<file path="src/rtl/mux_n_reg.sv">
// N-channel registered multiplexer with a one-entry valid/ready output stage
// and a round-robin scan mode that dwells DWELL accepted beats per channel.
module mux_n_reg #(
    parameter  int WIDTH = 8,
    parameter  int N_CH  = 4,
    parameter  int DWELL = 4,
    localparam int SEL_W = $clog2(N_CH)
) (
    input  logic                    clk,
    input  logic                    rst,
    input  logic [N_CH*WIDTH-1:0]   data_in,
    input  logic [SEL_W-1:0]        sel_in,
    input  logic                    mode,
    input  logic                    in_valid,
    output logic                    in_ready,
    output logic [WIDTH-1:0]        y,
    output logic [SEL_W-1:0]        y_ch,
    output logic                    y_err,
    output logic                    y_valid,
    input  logic                    out_ready
);

    // state | meaning
    // EMPTY | output register holds no beat; always ready
    // FULL  | y/y_ch/y_err hold a beat awaiting out_ready

    localparam int CNT_W = (DWELL > 1) ? $clog2(DWELL) : 1;
    localparam logic [SEL_W-1:0] LAST_CH  = SEL_W'(N_CH - 1);
    localparam logic [CNT_W-1:0] LAST_CNT = CNT_W'(DWELL - 1);
    localparam logic [SEL_W:0]   N_CH_EXT = (SEL_W + 1)'(N_CH);

    typedef enum logic {
        EMPTY = 1'b0,
        FULL  = 1'b1
    } state_t;

    state_t state_q, state_d;

    logic [WIDTH-1:0] ch [N_CH];
    logic             mode_q;
    logic [SEL_W-1:0] ptr_q, ptr_d, ptr_cur;
    logic [CNT_W-1:0] cnt_q, cnt_d, cnt_cur;
    logic             accept;
    logic             mode_chg;
    logic [SEL_W-1:0] ch_idx;
    logic [SEL_W-1:0] idx_safe;
    logic             sel_bad;
    logic [WIDTH-1:0] beat_data;

    for (genvar k = 0; k < N_CH; k++) begin : g_ch
        assign ch[k] = data_in[k*WIDTH +: WIDTH];
    end

    assign in_ready = (state_q == EMPTY) || out_ready;
    assign accept   = in_valid && in_ready;
    assign y_valid  = (state_q == FULL);

    // A mode change restarts the scan on this very edge, so any beat
    // accepted alongside it already sees ptr=0 and counter=0.
    assign mode_chg = (mode != mode_q);
    assign ptr_cur  = mode_chg ? '0 : ptr_q;
    assign cnt_cur  = mode_chg ? '0 : cnt_q;

    assign ch_idx    = mode ? ptr_cur : sel_in;
    assign sel_bad   = !mode && ({1'b0, sel_in} >= N_CH_EXT);
    assign idx_safe  = sel_bad ? '0 : ch_idx;
    assign beat_data = sel_bad ? '0 : ch[idx_safe];

    always_comb begin
        state_d = state_q;
        case (state_q)
            EMPTY: begin
                if (accept) state_d = FULL;
            end
            FULL: begin
                if (accept)         state_d = FULL;
                else if (out_ready) state_d = EMPTY;
            end
            default: state_d = EMPTY;
        endcase
    end

    always_comb begin
        ptr_d = ptr_cur;
        cnt_d = cnt_cur;
        if (accept && mode) begin
            if (cnt_cur == LAST_CNT) begin
                cnt_d = '0;
                ptr_d = (ptr_cur == LAST_CH) ? '0 : ptr_cur + 1'b1;
            end else begin
                cnt_d = cnt_cur + 1'b1;
            end
        end
    end

    always_ff @(posedge clk or posedge rst) begin
        if (rst) begin
            state_q <= EMPTY;
            mode_q  <= 1'b0;
            ptr_q   <= '0;
            cnt_q   <= '0;
        end else begin
            state_q <= state_d;
            mode_q  <= mode;
            ptr_q   <= ptr_d;
            cnt_q   <= cnt_d;
        end
    end

    // Data registers only move on accept so y stays stable while stalled.
    always_ff @(posedge clk or posedge rst) begin
        if (rst) begin
            y     <= '0;
            y_ch  <= '0;
            y_err <= 1'b0;
        end else if (accept) begin
            y     <= beat_data;
            y_ch  <= ch_idx;
            y_err <= sel_bad;
        end
    end

endmodule

</file>
<file path="config.mk">
export PLATFORM = sky130hd
export DESIGN_NAME = mux_n_reg
export DESIGN_NICKNAME = d
export VERILOG_FILES = /design/src/rtl/mux_n_reg.sv
export SDC_FILE = /design/constraint.sdc
export NUM_CORES = 1
export LEC_CHECK = 0
export ABC_AREA = 1
export CORE_ASPECT_RATIO = 1.2
export CORE_MARGIN = 3
export CORE_UTILIZATION = 35
export DETAILED_ROUTE_END_ITERATION = 16
export GPL_TIMING_DRIVEN = 0
export PLACE_DENSITY_LB_ADDON = 0.25
export SETUP_SLACK_MARGIN = 0.3
export SYNTH_ARGS = -nofsm -noshare
export SYNTH_HDL_FRONTEND = slang
export SYNTH_SLANG_ARGS = --single-unit
</file>
<file path="constraint.sdc">
create_clock -name clk -period 1.69 [get_ports clk]
set_clock_uncertainty 0.15 [all_clocks]
set_input_delay 0.507 -clock clk [delete_from_list [all_inputs] [get_ports clk]]
set_output_delay 0.507 -clock clk [all_outputs]
set_load 0.02 [all_outputs]
</file>
==> impl_results.md, run 1 <==
- CTS tree: built
- HP Class: primary input to flip-flop
- Reg2reg path depth: 6
- Detail Route Antenna Nets: 0
- I/O pins: 52
- Total CTS buffers: 3
- GRT overflow: 0
- H-tree depth: 1
- DR WL/cell: 13.3 um
- Multiplexer share of the synthesized area: 0%
- Req. time, crit path: 1.03 ns
- Yosys warnings: 0
- Width of the die: 56.6 um
- DR pass1 iterations: 4
- GPL Wtd Cong: 0.801
- # Max-Cap Violations: 0
- Setup WS pre-CTS: -0.652 ns
- Final min period: 1.58 ns
- Die area: 3780 um2
- Worst Tran Pin Value: 0.600 ns
- Fmax: 635 MHz
- CP max-delay cell: dfrtp_1
- Final Hold Viols: 0
- Layout area overhead: 82.5%
- Drt total wl: 3.45 mm
- Critical Path, Cell by Cell: nand2_2 -> buf_6
- Worst Setup Start Kind: flip-flop
- Critical path startpoint: y_valid
- RSZ-0062 raised after global routing: true
- Setup ws final: 0.114 ns
- CTS Buffer Depth: 2
- Hold_sp: mode
- Kind of critical path: flip-flop to primary output
- Clk Latency, worst-skew pair: 0.28 ns
- Crit. End Element: primary output
- Simple-gate area share of the yosys netlist: 41.6%
- CP max stage delay: 0.40 ns
- Initial Util: 37.6%
- Period utilisation layout: 93.2%
- Synth Area in XOR/XNOR: 1.63%
- Status: complete, no violations
- Post-route cell area: 1970 um2
- Starting DRT DRC Count: 51
- Number of global-route vias before repair: 1166
- Via count: 1242
- CTS Root Cell: clkbuf_4
- Synthesized flop and latch total: 16
- Worst Path Max Fanout: 3
- Static leakage: 0.00101 uW
- # setup viols final: 0
- Max-slew headroom: 60.0%
- Synth cell types: 24
- Fraction of layout instances using a drive strength above 1: 36.3%
- Area of placed instances: 1650 um2
- Clock Pin Slew Worst Setup and Hold Paths: 0.08 ns
- Largest net degree at the start of global routing: 17
- Adder-Cell Fraction of Synth Area: 1.16%
- Compound-Gate Fraction of Synth Area: 2.79%
- Total track usage: 16.4%
- Mean post-synth cell area: 6.73 um2
- Antenna violations before repair: 0
- Fillers: 228
- First-pass GRT wire length: 4.94 mm
- Max Transition Viols Final: 0
- Final HPWL from detailed placement: 2.33 mm
- Mapped Cells: 160
- Mean number of vias per cell: 4.78
- Buffers on Ports: 50
- Worst EP arrival: 0.92 ns
- Hold depth: 1
- Die Y: 66.8 um
- Post-route DRC: 0
- Syn nets: 200
- Cell area after synthesis: 1080 um2
- Site Rows: 21
- Max VDD drop: 712 uV
- RR Startpoint: mode_q
- Fin nets: 268
- Sink Count: 16
- Sequential share of the synthesized area: 37.2%
- Antenna Cells: 0
- Largest family of logic cells by synthesized area: simple AND/OR/NAND/NOR gates
- Power Dens Cells: 595 nW/um2
- CORE AREA: 2860 um2
cells in the mapped netlist, drive strengths merged:
| cell | instances | share of area, % |
|---|---|---|
| o211ai | 1 | 0.70 |
| nand3 | 29 | 14 |
| xor2 | 1 | 0.81 |
| buf | 3 | 2.8 |
| clkbuf | 1 | 0.35 |
| o31ai | 1 | 0.70 |
| nand2 | 54 | 21 |
| o21ai | 3 | 1.4 |
| nor2 | 7 | 2.7 |
| conb | 1 | 0.35 |
| xnor2 | 1 | 0.81 |
| or2 | 6 | 3.5 |
| ha | 1 | 1.2 |
| inv | 35 | 12 |
| dfrtp | 16 | 37 |
stage by stage:
stage	hold WS [ns]	power [uW]	std cells	utilization, %	setup TNS [ns]
floorplan	0.271	662	160	-	0
finish	0.296	1170	260	68.6	0
detailed placement	0.323	880	244	57.8	-7.96
global route	0.284	1240	260	68.6	0
CTS	0.285	1110	250	60.1	0
global placement	0.312	867	244	57.8	-7.36
layout make-up:
class | instances | area (um2) | share of cell area (%)
inverters | 35 | 144 | 7.32
flip-flops and latches | 16 | 402 | 20.4
clock buffers | 3 | 22.5 | 1.15
plain buffers | 4 | 41.3 | 2.10
repair buffers | 63 | 608 | 30.9
multi-input cells | 105 | 706 | 35.9
well taps | 34 | 42.5 | 2.16
cell usage in the layout (no fill, tap or decap), types with 2 or more instances in the layout:
cell type	Yosys	final
nor2_4	0	5
nor2_1	6	2
nand2_8	1	2
buf_6	2	14
dfrtp_1	16	15
o21ai_0	2	2
nand3_2	1	11
buf_2	0	3
buf_4	1	11
inv_4	0	2
nand3_1	28	17
or2_2	4	2
inv_1	34	31
clkbuf_4	0	5
clkdlybuf4s50_1	0	33
dlymetal6s2s_1	0	2
nand2_4	1	5
nand2_1	50	34
or2_0	2	2
nand2_2	2	13
or2_4	0	2
final timing paths:
| path | to | slack, ns |
|---|---|---|
| hold reg to reg | ptr_q[1] | 0.35 |
| min in group asynchronous | cnt_q[0] | 0.45 |
| hold / removal | mode_q | 0.30 |
| setup reg to reg | y[5] | 0.20 |
| max in group asynchronous | mode_q | 0.52 |
| setup / recovery | in_ready | 0.11 |
routing by layer:
| layer | share of wire (%) | track usage, % | wire length [um] | vias up |
|---|---|---|---|---|
| li1 | - | - | - | 616 |
| met1 | 37 | 17.8 | 1260 | 583 |
| met2 | 57 | 31.4 | 1950 | 35 |
| met3 | 5.3 | 4.07 | 181 | 8 |
| met4 | 1.5 | 3.86 | 53 | 0 |
| met5 | 0 | 0 | 0 | - |
state kept, by name (all words and copies together) (netlist names):
register,cells
y,8
y_valid,1
cnt_q,2
mode_q,1
ptr_q,2
y_ch,2
power by group:
group          switching [uW]  internal [uW]
sequential               36.6            431
combinational             244            266
clock                     109           82.7
total                     390            780
cells by family after synthesis:
family / after synthesis
AOI/OAI and AO/OA: 5
xor gates and xnor gates: 2
adders and majority gates: 1
buffers and inverters: 39
DFF: 16
other: 1
and+or+nand+nor: 96
critical path: cells and delay by family (launching register included):
kind                   cells  cell delay, ns
DFF                        1            0.40
buffers and inverters      1            0.13
and+or+nand+nor            1            0.11
repair_timing:
action / in CTS / in global routing
pin swaps: 1 / 21
cloned: 0 / 2
buffers inserted: 3 / 8
resized for setup: 86 / 48
hold buffers: 0 / 0
endpoints found under the setup margin: 26 / 26
Note: power is estimated with default switching activity, not from simulation.
==> inputs of run 2 (changes only) <==
--- a/config.mk
+++ b/config.mk
@@ -9,8 +9,10 @@
 export CORE_ASPECT_RATIO = 1.2
 export CORE_MARGIN = 3
 export CORE_UTILIZATION = 35
+export CTS_BUF_LIST = sky130_fd_sc_hd__clkbuf_16
 export DETAILED_ROUTE_END_ITERATION = 16
 export GPL_TIMING_DRIVEN = 0
+export HOLD_SLACK_MARGIN = 0.08
 export PLACE_DENSITY_LB_ADDON = 0.25
 export SETUP_SLACK_MARGIN = 0.3
 export SYNTH_ARGS = -nofsm -noshare
==> impl_results.md, run 2 (same netlist as run 1, synthesis figures left out) <==
- Hold depth: 1
- Switching Share: 28.6%
- Worst Setup Start Kind: flip-flop
- Crit. End Element: primary output
- Width of the die: 56.6 um
- Power Dens Cells: 711 nW/um2
- Clk Latency, worst-skew pair: 0.24 ns
- # setup viols final: 0
- Clock Pin Slew Worst Setup and Hold Paths: 0.05 ns
- I/O pins: 52
- Detail Route Antenna Nets: 0
- Via count: 1260
- Req. time, crit path: 1.03 ns
- Static leakage: 0.00102 uW
- Reg2reg path depth: 8
- Mean number of vias per cell: 4.77
- GPL Wtd Cong: 0.801
- Reg-to-reg setup timing slack: 0.29 ns
- RR Startpoint: mode_q
- Kind of critical path: flip-flop to primary output
- Area used by multi-input combinational logic: 661 um2
- Area of placed instances: 1650 um2
- WP buf/inv: 1
- P_int: 1020 uW
- Site Rows: 21
- Worst path top cell family by delay: flip-flops
- RSZ-0062 raised after global routing: true
- Final min period: 1.49 ns
- Fmax: 671 MHz
- Non-filler cells, final: 264
- Final HPWL from detailed placement: 2.33 mm
- Power share of the clock group: 31.2%
- Period utilisation layout: 88.2%
- # Max-Cap Violations: 0
- Final Hold Viols: 0
- CTS tree: built
- GRT overflow: 0
- Switch Pwr: 407 uW
- H-tree depth: 1
- Number of global-route vias before repair: 1211
- Drt total wl: 3.33 mm
- Fraction of layout instances using a drive strength above 1: 34.8%
- Cells after DPL: 244
- Die area: 3780 um2
- First-pass GRT wire length: 5.33 mm
- Starting DRT DRC Count: 59
- Layout area overhead: 86.1%
- Most common cell after layout, fill and taps aside: nand2_1
- Status: complete, no violations
- Post-route cell area: 2000 um2
- Biggest register: y
- Worst Tran Pin Value: 0.590 ns
- Total track usage: 17.9%
- Antenna Cells: 0
- Max-slew headroom: 60.6%
- Worst R2R End: ptr_q[1]
- Largest net degree at the start of global routing: 17
- Worst EP arrival: 0.83 ns
- Fillers: 219
- Max Transition Viols Final: 0
- Buffers on Ports: 50
- Flop pwr share: 32.9%
- Worst setup path end: in_ready
- Worst Path Max Fanout: 2
- Sink Count: 16
- Die Y: 66.8 um
- DR pass1 iterations: 4
- Post-route DRC: 0
- Most frequent cells in the layout: nand2_1, clkdlybuf4s50_1, inv_1
- Worst Hold Margin: 0.279 ns
- Logic gate share of total power: 35.9%
- Cts hold-fix bufs: 0
- Util after Layout: 70.0%
- Max reg flops: 8
- Critical Path, Cell by Cell: nand2_4 -> buf_6
- DR WL/cell: 12.6 um
- CP max-delay cell: dfrtp_1
- Initial Util: 37.6%
- Antenna violations before repair: 0
- CTS Buffer Depth: 2
- Total CTS buffers: 3
- Fin nets: 272
- FF/Latch Area: 402 um2
- CP max stage delay: 0.40 ns
- WP depth: 2
- Critical path startpoint: y_valid
- Max VDD drop: 1280 uV
- CTS Root Cell: clkbuf_16
- CORE AREA: 2860 um2
- HP Class: primary input to flip-flop
-- run 2: cell types whose count changed in the layout (fill, tap and decap cells not counted), moves of 2 or more --
cell / delta
nand2_2: -2
nand3_1: +5
nand2_1: +3
clkbuf_4: -5
buf_4: +5
nand3_2: -5
clkbuf_16: +3
dlymetal6s2s_1: -2
-- run 2: power groups by stage --
| stage | logic, uW | clock network, uW | registers (uW) |
|---|---|---|---|
| 2_1_floorplan | 149 | 0 | 513 |
| 3_3_place_gp | 405 | 0 | 462 |
| 3_5_place_dp | 414 | 0 | 466 |
| 6_report | 511 | 445 | 469 |
| 5_1_grt | 553 | 469 | 475 |
| 4_1_cts | 463 | 453 | 468 |
-- run 2: area by class of cell --
class	count	share of cell area, %
Timing Repair Buffer	67	31.9
Multi-Input combinational cell	105	33.0
Inverter	35	7.30
Buffer	4	1.94
Sequential cell	16	20.0
Clock buffer	3	3.75
Tap cell	34	2.12
-- run 2: worst min path at each step --
stage	start	endpoint
6_report	mode	mode_q
3_5_place_dp	y[7]	y[7]
3_3_place_gp	y[7]	y[7]
2_1_floorplan	rst	cnt_q[0]
5_1_grt	mode	mode_q
4_1_cts	mode	mode_q
-- run 2: what timing repair did --
item,CTS,global route
gates resized for setup,103,25
endpoints found under the hold margin,0,0
pin swaps,12,13
setup endpoints to repair,26,23
cloned,2,0
buffers inserted,9,6
-- run 2: per-layer routing --
layer / global-route usage [%] / part of all wire [%]
met5: 0 / 0
met4: 3.26 / 1.1
met2: 34.1 / 56
met3: 4.46 / 6.6
met1: 20.0 / 36
-- run 2: through the flow --
stage               setup TNS, ns  setup slack, ns  total power (uW)
global route                    0            0.179              1500
detailed placement          -7.96           -0.652               880
global placement            -7.36           -0.643               867
finish                          0            0.199              1420
CTS                             0            0.176              1380
floorplan                       0            0.284               662
==> inputs of run 3 (changes only) <==
--- a/config.mk
+++ b/config.mk
@@ -18,3 +18,4 @@
 export SYNTH_ARGS = -nofsm -noshare
 export SYNTH_HDL_FRONTEND = slang
 export SYNTH_SLANG_ARGS = --single-unit
+export TNS_END_PERCENT = 50
==> impl_results.md, run 3 (same netlist as run 1, synthesis figures left out) <==
- Status: complete, no violations
- Biggest register: y
- Cts hold-fix bufs: 0
- Total CTS buffers: 3
- CP max stage delay: 0.40 ns
- GPL Wtd Cong: 0.801
- Clock Pin Slew Worst Setup and Hold Paths: 0.05 ns
- Largest net degree at the start of global routing: 17
- Switch Pwr: 394 uW
- Power Dens Cells: 712 nW/um2
- Overall Power: 1350 uW
- Sink Count: 16
- Static leakage: 0.000975 uW
- Most common cell after layout, fill and taps aside: nand2_1
- Fraction of layout instances using a drive strength above 1: 32.4%
- Final HPWL from detailed placement: 2.33 mm
- CORE AREA: 2860 um2
- Critical Path, Cell by Cell: nand2_4 -> buf_6
- DR WL/cell: 12.9 um
- Max-slew headroom: 60.5%
- Worst Setup Start Kind: flip-flop
- CTS Buffer Depth: 2
- Req. time, crit path: 1.03 ns
- GRT overflow: 0
- RSZ-0062 raised after global routing: true
- Most frequent cells in the layout: nand2_1, clkdlybuf4s50_1, inv_1
- Fillers: 239
- Max VDD drop: 1310 uV
- # Max-Cap Violations: 0
- H-tree depth: 1
- Fin nets: 267
- Initial Util: 37.6%
- Antenna Cells: 0
- CP max-delay cell: dfrtp_1
- Clk Latency, worst-skew pair: 0.24 ns
- Max reg flops: 8
- Detail Route Antenna Nets: 0
- Post-route DRC: 0
- Buffers on Ports: 50
- Width of the die: 56.6 um
- Worst Tran Pin Value: 0.592 ns
- Final Hold Viols: 0
- Worst Path Max Fanout: 2
- CTS Root Cell: clkbuf_16
- Flop pwr share: 34.1%
- Drt total wl: 3.35 mm
- Period utilisation layout: 88.5%
- Final min period: 1.50 ns
- Total track usage: 18.1%
- Kind of critical path: flip-flop to primary output
- Die area: 3780 um2
- First-pass GRT wire length: 5.38 mm
- Switching Share: 29.2%
- Logic gate share of total power: 33.0%
- Worst Hold Margin: 0.279 ns
- Layout area overhead: 76.2%
- P_int: 956 uW
- Crit. End Element: primary output
- Via count: 1243
- DR pass1 iterations: 4
- Mean number of vias per cell: 4.80
- I/O pins: 52
- Site Rows: 21
- Antenna violations before repair: 0
- Starting DRT DRC Count: 48
- Number of global-route vias before repair: 1211
- Worst EP arrival: 0.84 ns
- Power share of the clock group: 32.9%
- Die Y: 66.8 um
- HP Class: primary input to flip-flop
- Max Transition Viols Final: 0
- Fmax: 669 MHz
- # setup viols final: 0
- CTS tree: built
==> run 3: through the flow <==
stage,util [%],area (um2),instances,worst slack (ns),setup TNS (ns)
6_report,66.3,1900,259,0.194,0
5_1_grt,66.3,1900,259,0.177,0
3_5_place_dp,57.8,1650,244,-0.652,-7.96
3_3_place_gp,57.8,1650,244,-0.643,-7.36
2_1_floorplan,-,1110,160,0.284,0
4_1_cts,63.0,1810,257,0.176,0
==> run 3: final timing paths <==
kind	start	endpoint	slack [ns]	depth (start not counted)
worst max-delay path	y_valid	in_ready	0.19	2
worst min-delay path	mode	mode_q	0.28	1
worst max register to register	mode_q	y[0]	0.29	6
worst min register to register	y_ch[0]	y_ch[0]	0.33	2
max in group asynchronous	rst	mode_q	0.47	2
min in group asynchronous	rst	y_ch[1]	0.50	2
==> run 3: area by class of cell <==
| class | instances | area (um2) | share of cell area (%) |
|---|---|---|---|
| Timing Repair Buffer | 62 | 546 | 28.7 |
| Sequential cell | 16 | 402 | 21.2 |
| Clock buffer | 3 | 75.1 | 3.96 |
| Buffer | 4 | 38.8 | 2.04 |
| Tap cell | 34 | 42.5 | 2.24 |
| Multi-Input combinational cell | 105 | 648 | 34.1 |
| Inverter | 35 | 146 | 7.71 |
==> run 3: timing repair <==
action / CTS / global route
pin swaps: 12 / 11
setup buffers: 8 / 2
gates cloned: 2 / 0
gates resized for setup: 85 / 21
endpoints found under the setup margin: 26 / 23
==> run 3: power groups by stage <==
stage                     sequential (uW)  combinational (uW)  clock (uW)
after floorplan                       513                 149           0
after global placement                462                 405           0
after detailed placement              466                 414           0
after CTS                             460                 419         453
after global routing                  467                 484         469
final                                 460                 446         444
==> run 3: layer usage <==
metal | global-route usage, % | share of wire, % | vias to the layer above
met2 | 34.4 | 56 | 43
li1 | - | - | 611
met5 | 0 | 0 | -
met3 | 4.46 | 5.9 | 4
met1 | 20.3 | 37 | 585
met4 | 3.26 | 1.1 | 0
==> run 3: worst max-delay path, delay by kind of cell (launching register included) <==
kind                   cells  cell delay [ns]
DFF                        1             0.40
buffers and inverters      1             0.11
and+or+nand+nor            1             0.09
